`src/rtl/lbist_misr_ctrl_if.sv`:
```
// Control and data bundle between the LBIST sequencer/CUT side and the MISR compaction stage.
// master drives the run controls and responses; slave is the compaction stage.
interface lbist_misr_ctrl_if #(
    parameter int unsigned WIDTH = 8,
    parameter int unsigned CNT_W = 8
);
    logic             start;
    logic             resp_valid;
    logic [WIDTH-1:0] resp_in;
    logic [WIDTH-1:0] golden;
    logic             busy;
    logic             done;
    logic             pass;
    logic [WIDTH-1:0] signature;
    logic [CNT_W-1:0] count;

    modport master (
        output start, resp_valid, resp_in, golden,
        input  busy, done, pass, signature, count
    );

    modport slave (
        input  start, resp_valid, resp_in, golden,
        output busy, done, pass, signature, count
    );
endinterface

```
`src/rtl/lbist_misr_ctrl.sv`:
```
// LBIST response compaction: folds PATTERN_COUNT CUT responses into a MISR,
// then compares the final signature against a golden value.
module lbist_misr_ctrl #(
    parameter int unsigned      WIDTH         = 8,
    parameter logic [WIDTH-1:0] POLY          = WIDTH'(8'hB8),
    parameter logic [WIDTH-1:0] SEED          = '0,
    parameter int unsigned      CNT_W         = 8,
    parameter int unsigned      PATTERN_COUNT = 255
) (
    input  logic               clk,
    input  logic               reset,
    lbist_misr_ctrl_if.slave   bus
);

    localparam logic [CNT_W-1:0] TERM_CNT = CNT_W'(PATTERN_COUNT - 1);

    typedef enum logic [1:0] {
        IDLE    = 2'd0,
        COMPACT = 2'd1,
        COMPARE = 2'd2,
        DONE    = 2'd3
    } state_t;

    state_t           state_q, state_d;
    logic [WIDTH-1:0] sig_q, sig_d;
    logic [CNT_W-1:0] cnt_q, cnt_d;
    logic             busy_q, busy_d;
    logic             done_q, done_d;
    logic             pass_q, pass_d;
    logic             start_ok;
    logic             fb;

    // State and datapath registers; reset aborts any run with no result reported
    always_ff @(posedge clk or negedge reset) begin
        if (!reset) begin
            state_q <= IDLE;
            sig_q   <= SEED;
            cnt_q   <= '0;
            busy_q  <= 1'b0;
            done_q  <= 1'b0;
            pass_q  <= 1'b0;
        end else begin
            state_q <= state_d;
            sig_q   <= sig_d;
            cnt_q   <= cnt_d;
            busy_q  <= busy_d;
            done_q  <= done_d;
            pass_q  <= pass_d;
        end
    end

    // Next-state, MISR update and registered-output next values
    always_comb begin
        state_d  = state_q;
        sig_d    = sig_q;
        cnt_d    = cnt_q;
        pass_d   = pass_q;
        start_ok = 1'b0;
        fb       = ^(sig_q & POLY);

        case (state_q)
            IDLE, DONE: begin
                // start outranks a coincident response, which is dropped
                if (bus.start) begin
                    start_ok = 1'b1;
                    sig_d    = SEED;
                    cnt_d    = '0;
                    pass_d   = 1'b0;
                    state_d  = COMPACT;
                end
            end
            COMPACT: begin
                if (bus.resp_valid) begin
                    sig_d = {sig_q[WIDTH-2:0], fb} ^ bus.resp_in;
                    cnt_d = cnt_q + CNT_W'(1);
                    if (cnt_q == TERM_CNT) begin
                        state_d = COMPARE;
                    end
                end
            end
            COMPARE: begin
                pass_d  = (sig_q == bus.golden);
                state_d = DONE;
            end
            default: begin
                state_d = IDLE;
            end
        endcase

        // Flags trail the state by one edge so done rises two edges after the last response
        busy_d = start_ok || (state_q == COMPACT) || (state_q == COMPARE);
        done_d = (state_q == DONE) && !start_ok;
    end

    assign bus.busy      = busy_q;
    assign bus.done      = done_q;
    assign bus.pass      = pass_q;
    assign bus.signature = sig_q;
    assign bus.count     = cnt_q;

endmodule

```
`src/flat_wrapper.sv`:
```
// flat-port wrapper written by rule: the top's interface ports become plain ports
module lbist_misr_ctrl_flat 
#(
    parameter int unsigned      WIDTH         = 8,
    parameter logic [WIDTH-1:0] POLY          = WIDTH'(8'hB8),
    parameter logic [WIDTH-1:0] SEED          = '0,
    parameter int unsigned      CNT_W         = 8,
    parameter int unsigned      PATTERN_COUNT = 255
)
  (clk, reset, bus_start, bus_resp_valid, bus_resp_in, bus_golden, bus_busy, bus_done, bus_pass, bus_signature, bus_count);
  lbist_misr_ctrl_if #(.WIDTH(WIDTH), .CNT_W(CNT_W)) bus_i ();
  input  logic clk;
  input  logic reset;
  input wire logic [$bits(bus_i.start)-1:0] bus_start;
  input wire logic [$bits(bus_i.resp_valid)-1:0] bus_resp_valid;
  input wire logic [$bits(bus_i.resp_in)-1:0] bus_resp_in;
  input wire logic [$bits(bus_i.golden)-1:0] bus_golden;
  output wire logic [$bits(bus_i.busy)-1:0] bus_busy;
  output wire logic [$bits(bus_i.done)-1:0] bus_done;
  output wire logic [$bits(bus_i.pass)-1:0] bus_pass;
  output wire logic [$bits(bus_i.signature)-1:0] bus_signature;
  output wire logic [$bits(bus_i.count)-1:0] bus_count;
  assign bus_i.start = bus_start;
  assign bus_i.resp_valid = bus_resp_valid;
  assign bus_i.resp_in = bus_resp_in;
  assign bus_i.golden = bus_golden;
  assign bus_busy = bus_i.busy;
  assign bus_done = bus_i.done;
  assign bus_pass = bus_i.pass;
  assign bus_signature = bus_i.signature;
  assign bus_count = bus_i.count;
  lbist_misr_ctrl #(.WIDTH(WIDTH), .POLY(POLY), .SEED(SEED), .CNT_W(CNT_W), .PATTERN_COUNT(PATTERN_COUNT)) u_core (.clk(clk), .reset(reset), .bus(bus_i));
endmodule
```
`config.mk`:
```
export PLATFORM = sky130hd
export DESIGN_NAME = lbist_misr_ctrl_flat
export DESIGN_NICKNAME = d
export VERILOG_FILES = /design/src/rtl/lbist_misr_ctrl_if.sv /design/src/rtl/lbist_misr_ctrl.sv /design/src/flat_wrapper.sv
export SDC_FILE = /design/constraint.sdc
export NUM_CORES = 1
export LEC_CHECK = 0
export BUFFER_PORTS_ARGS = -buffer_cell sky130_fd_sc_hd__buf_2
export CAP_MARGIN = 20
export CORE_ASPECT_RATIO = 0.8
export CORE_UTILIZATION = 40
export DETAILED_ROUTE_END_ITERATION = 10
export PLACE_DENSITY = 0.66
export SYNTH_ARGS = -nofsm -noshare
export SYNTH_HDL_FRONTEND = slang
export SYNTH_SLANG_ARGS = --single-unit
```
`constraint.sdc`:
```
create_clock -name clk -period 2.3 [get_ports clk]
set_input_delay 0.23 -clock clk [delete_from_list [all_inputs] [get_ports clk]]
set_output_delay 0.23 -clock clk [all_outputs]
set_load 0.005 [all_outputs]
```
==> results of run 1 <==
[power by group through the flow]
stage / clock network [mW] / registers [mW] / logic (mW)
after floorplan: 0 / 0.621 / 0.486
final: 0.176 / 0.628 / 0.724
after CTS: 0.183 / 0.629 / 0.729
after detailed placement: 0 / 0.637 / 0.721
after global routing: 0.201 / 0.650 / 0.818
after global placement: 0 / 0.626 / 0.703
[how the worst max path moves through the flow]
stage | end | slack, ns | depth (start not counted)
finish | u_core.bus.count[7] | 0.29 | 6
global route | u_core.bus.count[7] | 0.15 | 6
CTS | u_core.bus.count[7] | 0.28 | 6
detailed placement | u_core.bus.count[7] | 0.31 | 6
global placement | u_core.bus.count[7] | 0.39 | 6
floorplan | u_core.bus.count[7] | 0.43 | 6
[per-stage QoR]
step,utilization [%],hold WS (ns)
after detailed placement,53.20,0.2183
after floorplan,-,-0.06559
after global placement,53.20,0.2094
final,54.65,0.1966
after global routing,54.65,0.1911
after CTS,54.65,0.1901
[cells in the final DEF (no fill, tap or decap)]
| cell type | n |
|---|---|
| ha_1 | 6 |
| nor2b_1 | 1 |
| inv_1 | 4 |
| mux2i_1 | 1 |
| xnor2_1 | 18 |
| dlygate4sd3_1 | 1 |
| nor4_1 | 3 |
| nor2_1 | 7 |
| clkbuf_4 | 3 |
| nand2b_1 | 1 |
| clkinv_2 | 1 |
| o21ai_0 | 12 |
| a21oi_1 | 2 |
| o221ai_1 | 1 |
| dfrtp_1 | 21 |
| nand3_1 | 6 |
| and2_1 | 1 |
| nand2_1 | 16 |
| nor3b_1 | 1 |
| nand4_1 | 3 |
| a21o_1 | 1 |
| nor3_1 | 1 |
| or3_4 | 1 |
| a31oi_1 | 1 |
| xor2_1 | 6 |
| buf_2 | 38 |
| or2_2 | 1 |
| or4_1 | 1 |
[synth_stat cells]
cell type   n
a21o_1      1
a21oi_1     2
a31oi_1     1
and2_1      1
clkbuf_1    1
dfrtp_1    21
ha_1        6
inv_1       4
mux2i_1     1
nand2_1    16
nand2b_1    1
nand3_1     6
nand4_1     3
nor2_1      7
nor2b_1     1
nor3_1      1
nor3b_1     1
nor4_1      3
o21ai_0    12
o221ai_1    1
or2_2       1
or3_4       1
or4_1       1
xnor2_1    18
xor2_1      6
[sequential cells by signal (all words and copies together), names as in the netlist]
signal,count
u_core.bus.busy,1
u_core.bus.pass,1
u_core.bus.signature,8
u_core.bus.done,1
u_core.state_q,2
u_core.bus.count,8
[routing by layer]
| layer | GRT usage (%) | part of all wire, % | vias up | wire (microns) |
|---|---|---|---|---|
| met3 | 5.512 | 4.1 | 2 | 101 |
| met4 | 2.222 | 0.16 | 0 | 4 |
| met5 | 0 | 0 | - | 0 |
| met2 | 26.52 | 47 | 18 | 1151 |
| met1 | 26.50 | 49 | 430 | 1200 |
| li1 | - | - | 479 | - |
[worst min-delay path, delay by kind of cell]
family / cells / cell delay, ns
compound gates: 1 / 0.06
xor+xnor: 1 / 0.10
buf+inv: 1 / 0.08
[logic make-up (layout without fill, tap and decap cells)]
family | after synthesis | in the layout | share of synthesized area [%]
simple gates | 43 | 43 | 18.40
xor+xnor | 24 | 24 | 18.40
flops | 21 | 21 | 46.00
compound gates | 17 | 17 | 8.106
fa+ha+maj | 6 | 6 | 6.572
buf+inv | 5 | 47 | 1.642
mux | 1 | 1 | 0.8763
[cell type report]
type	count	area, sq um
Multi-Input combinational cell	91	598.1
Tap cell	36	45.04
Clock buffer	3	22.52
Clock inverter	1	5.005
Timing Repair Buffer	39	200.2
Fill cell	254	1171
Sequential cell	21	525.5
Inverter	4	15.01
[what timing repair did]
item | 4_1_cts | 5_1_grt
hold buffers | 1 | 0
buffers inserted | 0 | 0
endpoints found under the setup margin | 0 | 0
endpoints found under the hold margin | 21 | 0
==> flow_metrics.py, run 1 <==
metrics = {
    "detailed_routing": {
        "detail_route.iter0.violations": 30,
        "routed_wl_mm": 2.458,
        "drcViolationCount": 0,
        "via_per_inst": 4.764,
        "drtPass1Iterations": 4,
        "vias": 929,
        "ant_nets": 0,
        "wire_per_inst_microns": 12.61,
    },
    "logic_synthesis": {
        "synth_area_sq_um": 1142,
        "ys_seq_area_share_pct": 46.00,
        "yosysWarningCount": 0,
        "avgSynthCellArea_sq_um": 9.764,
        "yosys-top-cells-area": "dfrtp_1 46%, xnor2_1 14%, ha_1 6.6%",
        "syn-num-nets": 143,
        "synthCells": 117,
        "synth_top_cell_area_share_pct": 46.00,
        "synth.distinct_cells": 25,
        "ys_seq_elements": 21,
        "yosys.area.top_type": "dfrtp_1",
    },
    "worst_setup_path": {
        "path_max_fanout": 6,
        "rr_startpoint": "u_core.state_q[0]",
        "cp_top_family": "simple AND/OR/NAND/NOR gates",
        "path_class": "reg -> reg",
        "arrival_ns": 2.27,
        "crit_path_start": "u_core.state_q[0]",
        "slowest_stage": "dfrtp_1",
        "path_cells": "inv_1 -> ha_1 -> nor2b_1 -> or3_4 -> or4_1 -> nand2_1",
        "endpoint_kind": "flip-flop",
        "r2r_cells": 6,
        "r2r-end": "u_core.bus.count[7]",
        "reg2reg_setup_slack_ns": 0.29,
        "cp-start-kind": "flip-flop",
        "critPathMaxStageDelay_ns": 0.44,
        "critPathBufInv": 1,
        "cp.required_ns": 2.55,
    },
    "placement": {
        "dp.cells": 190,
        "placed_cell_area_sq_um": 1374,
        "gp_congestion": 0.8280,
        "port_buffers": 38,
        "dpl.hpwl_mm": 1.950,
        "pre_cts_ws_ns": 0.3116,
    },
    "timing": {
        "clock.fmax_ghz": 0.4964,
        "fin_ws_ns": 0.2856,
        "fin_skew_ns": 0.005174,
        "post-route-period-util_pct": 87.58,
        "hold_violations": 0,
        "slew_headroom_pct": 67.56,
        "rsz0062_at_grt": "false",
        "finalSetupViolCount": 0,
        "period_needed_ns": 2.014,
        "worst_pin_slew_ns": 0.4815,
        "slew_viol_final": 0,
        "finalSetupTns_ns": 0,
    },
    "finish": {
        "finalNonFillerCells": 195,
        "design_area_sq_um": 1411,
        "diodes": 0,
        "drive_gt1_share_pct": 27.67,
        "syn_to_final_growth_pct": 23.55,
        "layout.nets": 186,
    },
    "power": {
        "pwr-share-comb_pct": 47.4,
        "power.total_mw": 1.528,
        "ir_drop_mv": 0.5308,
        "power_frac_clock_pct": 11.5,
        "p_sw_mw": 0.6544,
        "pwr-share-seq_pct": 41.1,
        "p_leak_nw": 0.6982,
        "p_int_mw": 0.8735,
        "power_density_nw_per_um2": 1083,
        "swShare_pct": 42.83,
    },
    "hold_path": {
        "hold_class": "in -> reg",
        "hp-start": "bus_resp_in[4]",
        "worstHoldEndpoint": "u_core.bus.signature[4]",
        "whs_path_depth": 3,
    },
    "grt": {
        "grt_overflow_total": 0,
        "antenna_found_initial": 0,
        "grt_pass1_wl_mm": 4.022,
        "grt_pass1_vias": 849,
        "grt_usage_pct": 17.98,
        "grt_max_degree": 22,
    },
    "floorplanning": {
        "die_y_microns": 49.80,
        "dieArea_sq_um": 3075,
        "pin_count": 39,
        "start_util_pct": 44.23,
        "die_w_microns": 61.75,
        "rows": 16,
        "core_sq_um": 2582,
    },
    "clock_tree": {
        "clockBufferDepth": 2,
        "cts_root_buf": "clkbuf_4",
        "numCtsBuffers": 3,
        "clkSinkCount": 21,
        "cts_tree": "built",
        "clk_pin_slew_ns": 0.11,
        "h-tree-depth": 1,
        "cts_resized": 0,
        "clock_latency_ns": 0.31,
    },
    "run_status": {
        "status": "finished clean",
    },
    "run": {
        "cap_viol_max_count": 0,
    },
}
Power figures use the tool's default switching activity.
==> inputs of run 2 (changes only) <==
--- a/config.mk
+++ b/config.mk
@@ -10,7 +10,7 @@
 export CORE_ASPECT_RATIO = 0.8
 export CORE_UTILIZATION = 40
 export DETAILED_ROUTE_END_ITERATION = 10
-export PLACE_DENSITY = 0.66
+export PLACE_DENSITY = 0.64
 export SYNTH_ARGS = -nofsm -noshare
 export SYNTH_HDL_FRONTEND = slang
 export SYNTH_SLANG_ARGS = --single-unit
==> run 2 against run 1 <==
  * Clock skew decreased by 0.0040 ns
  * Clock-buffer cell count increased by 1
  * Combinational power decreased by 1%
==> flow_metrics.py, run 2 (synthesis results as in run 1) <==
metrics = {
    "timing": {
        "slew_headroom_pct": 69.83,
        "post-route-period-util_pct": 86.67,
        "finalSetupViolCount": 0,
        "clock.fmax_ghz": 0.5017,
        "hold_violations": 0,
        "finalSetupTns_ns": 0,
        "rsz0062_at_grt": "false",
        "holdWs_ns": 0.2136,
        "period_needed_ns": 1.993,
        "fin_skew_ns": 0.001216,
        "slew_viol_final": 0,
        "worst_pin_slew_ns": 0.4400,
    },
    "worst_setup_path": {
        "r2r_cells": 6,
        "slowest_stage": "dfrtp_1",
        "cp_top_family": "simple AND/OR/NAND/NOR gates",
        "arrival_ns": 2.23,
        "path_max_fanout": 6,
        "rr_startpoint": "u_core.state_q[0]",
        "critPathMaxStageDelay_ns": 0.43,
        "critPathBufInv": 1,
        "cp-start-kind": "flip-flop",
        "endpoint_kind": "flip-flop",
        "r2r-end": "u_core.bus.count[7]",
        "cp.required_ns": 2.54,
        "path_cells": "inv_1 -> ha_1 -> nor2b_1 -> or3_4 -> or4_1 -> nand2_1",
        "reg2reg_setup_slack_ns": 0.31,
        "path_class": "reg -> reg",
    },
    "run_status": {
        "status": "finished clean",
    },
    "placement": {
        "gp_congestion": 0.7860,
        "dpl.hpwl_mm": 1.889,
        "placed_cell_area_sq_um": 1374,
        "port_buffers": 38,
    },
    "clock_tree": {
        "clkSinkCount": 21,
        "clockBufferDepth": 2,
        "cts_root_buf": "clkbuf_4",
        "clock_latency_ns": 0.29,
        "cts_tree": "built",
        "numCtsBuffers": 3,
        "h-tree-depth": 1,
        "cts_setup_buffers": 0,
        "clk_pin_slew_ns": 0.10,
    },
    "hold_path": {
        "hp-start": "bus_resp_in[6]",
        "worstHoldEndpoint": "u_core.bus.signature[6]",
        "hold_class": "in -> reg",
        "whs_path_depth": 3,
    },
    "finish": {
        "mostFrequentLayoutCells": "38 x buf_2, 21 x dfrtp_1, 18 x xnor2_1, 16 x nand2_1, 12 x o21ai_0",
        "layout_commonest_cell": "buf_2",
        "design_area_sq_um": 1410,
        "syn_to_final_growth_pct": 23.44,
        "diodes": 0,
        "fillers": 243,
        "layout.nets": 186,
        "drive_gt1_share_pct": 27.04,
    },
    "power": {
        "p_leak_nw": 0.6955,
        "p_sw_mw": 0.6291,
        "power_density_nw_per_um2": 1068,
        "pwr-share-seq_pct": 41.4,
        "swShare_pct": 41.79,
        "pwr-share-comb_pct": 47.5,
        "power_frac_clock_pct": 11.1,
        "p_int_mw": 0.8764,
        "ir_drop_mv": 0.5524,
    },
    "floorplanning": {
        "die_y_microns": 49.80,
        "pin_count": 39,
        "core_sq_um": 2582,
        "die_w_microns": 61.75,
        "dieArea_sq_um": 3075,
        "rows": 16,
        "start_util_pct": 44.23,
    },
    "detailed_routing": {
        "ant_nets": 0,
        "wire_per_inst_microns": 12.10,
        "drtPass1Iterations": 4,
        "routed_wl_mm": 2.359,
        "via_per_inst": 4.846,
        "vias": 945,
        "drcViolationCount": 0,
        "detail_route.iter0.violations": 18,
    },
    "grt": {
        "grt_overflow_total": 0,
        "antenna_found_initial": 0,
        "grt_pass1_wl_mm": 3.988,
        "grt_usage_pct": 17.38,
        "grt_max_degree": 22,
        "grt_pass1_vias": 890,
    },
    "run": {
        "cap_viol_max_count": 0,
    },
}
-- run 2: layer usage --
metal	wire, microns	track usage (%)
met5	0	0
met4	0	3.333
met3	135	6.037
met2	1086	26.52
met1	1137	23.76
-- run 2: worst register-to-register path, stage by stage, from the launching register on --
cell     delay, ns
dfrtp_1       0.43
inv_1         0.07
ha_1          0.34
nor2b_1       0.20
or3_4         0.41
or4_1         0.41
nand2_1       0.08
-- run 2: power by group through the flow --
stage	clock (mW)	combinational (mW)	sequential, mW
global route	0.201	0.821	0.645
floorplan	0	0.486	0.621
finish	0.167	0.716	0.623
CTS	0.180	0.723	0.625
detailed placement	0	0.717	0.632
global placement	0	0.709	0.624
-- run 2: what timing repair did --
action | 4_1_cts | 5_1_grt
endpoints found under the hold margin | 21 | 0
hold buffers | 1 | 0
resized for setup | 0 | 0
-- run 2: final cells by class --
cell class	count	area, sq um	area share, %
Tap cell	36	45.04	3.194
Sequential cell	21	525.5	37.27
Timing Repair Buffer	39	200.2	14.20
Multi-Input combinational cell	91	598.1	42.41
Clock buffer	4	26.28	1.863
Inverter	4	15.01	1.065
-- run 2: worst max-delay path by stage --
stage,end,depth (start not counted),startpoint,slack [ns]
detailed placement,u_core.bus.count[7],6,u_core.state_q[0],0.33
floorplan,u_core.bus.count[7],6,u_core.state_q[0],0.43
CTS,u_core.bus.count[7],6,u_core.state_q[0],0.32
global placement,u_core.bus.count[7],6,u_core.state_q[0],0.39
finish,u_core.bus.count[7],6,u_core.state_q[0],0.31
global route,u_core.bus.count[7],6,u_core.state_q[0],0.16
-- run 2: stage by stage --
| step | utilization (%) | instances | total power [mW] | setup slack, ns |
|---|---|---|---|---|
| after global routing | 54.60 | 195 | 1.667 | 0.1640 |
| after detailed placement | 53.20 | 190 | 1.349 | 0.3314 |
| after floorplan | - | 117 | 1.107 | 0.4319 |
| after CTS | 54.60 | 195 | 1.528 | 0.3168 |
| final | 54.60 | 195 | 1.505 | 0.3066 |
| after global placement | 53.20 | 190 | 1.333 | 0.3921 |
==> inputs of run 3 (changes only) <==
--- a/config.mk
+++ b/config.mk
@@ -5,12 +5,13 @@
 export SDC_FILE = /design/constraint.sdc
 export NUM_CORES = 1
 export LEC_CHECK = 0
+export ABC_AREA = 1
 export BUFFER_PORTS_ARGS = -buffer_cell sky130_fd_sc_hd__buf_2
 export CAP_MARGIN = 20
 export CORE_ASPECT_RATIO = 0.8
 export CORE_UTILIZATION = 40
 export DETAILED_ROUTE_END_ITERATION = 10
-export PLACE_DENSITY = 0.64
+export PLACE_DENSITY = 0.62
 export SYNTH_ARGS = -nofsm -noshare
 export SYNTH_HDL_FRONTEND = slang
 export SYNTH_SLANG_ARGS = --single-unit
==> run 3 against run 2 <==
  * Non-clock buffer count is the same
  * Global-route usage grew 2.0 points
  * Register-to-register slack gained 0.22 ns
==> flow_metrics.py, run 3 <==
metrics = {
    "power": {
        "p_leak_nw": 0.8893,
        "ir_drop_mv": 0.4265,
        "power_density_nw_per_um2": 1126,
    },
    "grt": {
        "antenna_found_initial": 0,
        "grt_pass1_wl_mm": 5.030,
        "grt_overflow_total": 0,
        "grt_usage_pct": 19.36,
        "grt_pass1_vias": 1127,
        "grt_max_degree": 22,
    },
    "logic_synthesis": {
        "synthCells": 178,
        "synth_top_family_by_area": "simple AND/OR/NAND/NOR gates",
        "synth_top_cell_area_share_pct": 39.92,
        "syn-num-nets": 204,
        "async_reset_ff_share_pct": 100.0,
        "yosys-top-cells-area": "dfrtp_1 40%, nand2_1 15%, inv_1 8.6%",
        "ys_seq_elements": 21,
        "ys_seq_area_share_pct": 39.92,
        "synthMuxAreaShare_pct": 0,
        "yosys.area.top_type": "dfrtp_1",
        "synth_most_common_cell": "nand2_1",
        "synth.distinct_cells": 20,
        "ys_top_cells_by_count": "54 x nand2_1, 30 x inv_1, 21 x dfrtp_1",
        "synth_xor_area_share_pct": 7.319,
        "yosysWarningCount": 0,
        "synthAdderAreaFrac_pct": 5.703,
        "synth-compound-area-share_pct": 9.221,
        "synth_ff_type": "dfrtp_1",
        "avgSynthCellArea_sq_um": 7.395,
        "synth_edf_count": 0,
        "yosys.area_share.simple_pct": 27.38,
        "synth_area_sq_um": 1316,
    },
    "timing": {
        "slew_viol_final": 0,
        "rsz0062_at_grt": "false",
        "slew_headroom_pct": 67.90,
        "hold_violations": 0,
        "post-route-period-util_pct": 77.12,
        "clock.fmax_ghz": 0.5638,
        "fin_skew_ns": 0.006237,
        "period_needed_ns": 1.774,
        "worst_pin_slew_ns": 0.4815,
        "holdWs_ns": 0.2444,
        "finalSetupTns_ns": 0,
        "finalSetupViolCount": 0,
    },
    "finish": {
        "diodes": 0,
        "drive_gt1_share_pct": 20.64,
        "layout.nets": 245,
        "mostFrequentLayoutCells": "54 x nand2_1, 38 x buf_2, 30 x inv_1, 21 x dfrtp_1, 13 x nor2_1",
        "layout_commonest_cell": "nand2_1",
        "syn_to_final_growth_pct": 20.82,
    },
    "floorplanning": {
        "pin_count": 39,
        "dieArea_sq_um": 3526,
        "start_util_pct": 42.35,
        "die_w_microns": 66.14,
        "rows": 18,
        "die_y_microns": 53.31,
        "core_sq_um": 3108,
    },
    "worst_setup_path": {
        "r2r_cells": 8,
        "path_max_fanout": 14,
        "r2r-end": "u_core.bus.count[3]",
        "arrival_ns": 1.92,
        "rr_startpoint": "u_core.state_q[1]",
        "reg2reg_setup_slack_ns": 0.53,
        "path_class": "reg -> reg",
        "endpoint_kind": "flip-flop",
        "cp-start-kind": "flip-flop",
        "cp.required_ns": 2.45,
    },
    "detailed_routing": {
        "wire_per_inst_microns": 11.83,
        "ant_nets": 0,
        "drtPass1Iterations": 4,
        "routed_wl_mm": 3.051,
        "detail_route.iter0.violations": 73,
        "vias": 1274,
        "via_per_inst": 4.938,
        "drcViolationCount": 0,
    },
    "clock_tree": {
        "cts_tree": "built",
        "clockBufferDepth": 2,
        "clkSinkCount": 21,
        "postCtsHoldBufs": 1,
        "clock_latency_ns": 0.26,
        "clk_pin_slew_ns": 0.08,
        "cts_resized": 0,
        "cts_root_buf": "clkbuf_8",
        "h-tree-depth": 1,
        "numCtsBuffers": 3,
        "cts_setup_buffers": 0,
    },
    "run": {
        "cap_viol_max_count": 0,
    },
    "placement": {
        "gp_congestion": 0.8449,
        "dpl.hpwl_mm": 2.418,
        "port_buffers": 38,
    },
    "hold_path": {
        "hold_class": "in -> reg",
        "hp-start": "bus_resp_in[0]",
        "whs_path_depth": 4,
        "worstHoldEndpoint": "u_core.bus.signature[0]",
    },
    "run_status": {
        "status": "finished clean",
    },
}
[run 3: changes by cell type after synthesis, moves of 2 or more]
cell / change
nand2_1: +38
inv_1: +26
xnor2_1: -7
nor2_1: +6
o22ai_1: +6
xor2_1: -6
nand4_1: +4
nand3_1: +3
nor4_1: -3
nand2_2: +2
o21ai_0: -2
[run 3: cell families (layout without fill, tap and decap cells)]
family          Yosys count  in the layout
compound gates           20             20
xor+xnor                 11             11
fa+ha+maj                 6              6
buf+inv                  34             74
flops                    21             21
simple gates             86             86
[run 3: worst max-delay path, cell delays in order (launching register included)]
cell     delay, ns
dfrtp_1       0.40
inv_1         0.08
ha_1          0.28
inv_1         0.12
nand2_1       0.10
a21oi_4       0.35
nand2_1       0.12
o21ai_0       0.16
nor2_1        0.05
[run 3: worst max path at each step]
stage                                 start                  end  slack, ns  depth (start not counted)
final                     u_core.state_q[1]  u_core.bus.count[3]       0.53                          8
after global routing      u_core.state_q[1]  u_core.bus.count[3]       0.35                          8
after CTS                 u_core.state_q[1]  u_core.bus.count[3]       0.51                          8
after detailed placement  u_core.state_q[1]  u_core.bus.count[3]       0.53                          8
after global placement    u_core.state_q[0]  u_core.bus.count[3]       0.59                          7
after floorplan           u_core.state_q[0]  u_core.bus.count[2]       0.83                          8
[run 3: cell type report]
type	instances	area, sq um
fill	327	1518
multi-input combinational	123	653.1
sequential	21	525.5
timing repair buffer	39	200.2
inverter	31	116.4
tap	40	50.05
clock buffer	4	45.04
[run 3: stage by stage]
stage          area (sq um)  worst slack [ns]  std cells  power (mW)  utilization (%)
2_1_floorplan          1316            0.8339        178       1.306                -
4_1_cts                1590            0.5135        258       1.811            51.17
3_5_place_dp           1535            0.5296        253       1.561            49.40
3_3_place_gp           1535            0.5882        253       1.529            49.40
6_report               1590            0.5263        258       1.791            51.17
5_1_grt                1590            0.3452        258       1.972            51.17
[run 3: report_power, final]
part           internal (mW)  total [mW]  switching [mW]
logic                  0.364       0.930           0.567
registers              0.481       0.621           0.140
clock network          0.123       0.240           0.116
[run 3: per-layer routing]
| metal | wire length (microns) | part of all wire, % | track usage (%) |
|---|---|---|---|
| met3 | 132 | 4.3 | 4.526 |
| met4 | 17 | 0.56 | 4.255 |
| met5 | 0 | 0 | 0 |
| met1 | 1508 | 49 | 26.75 |
| met2 | 1392 | 46 | 30.61 |
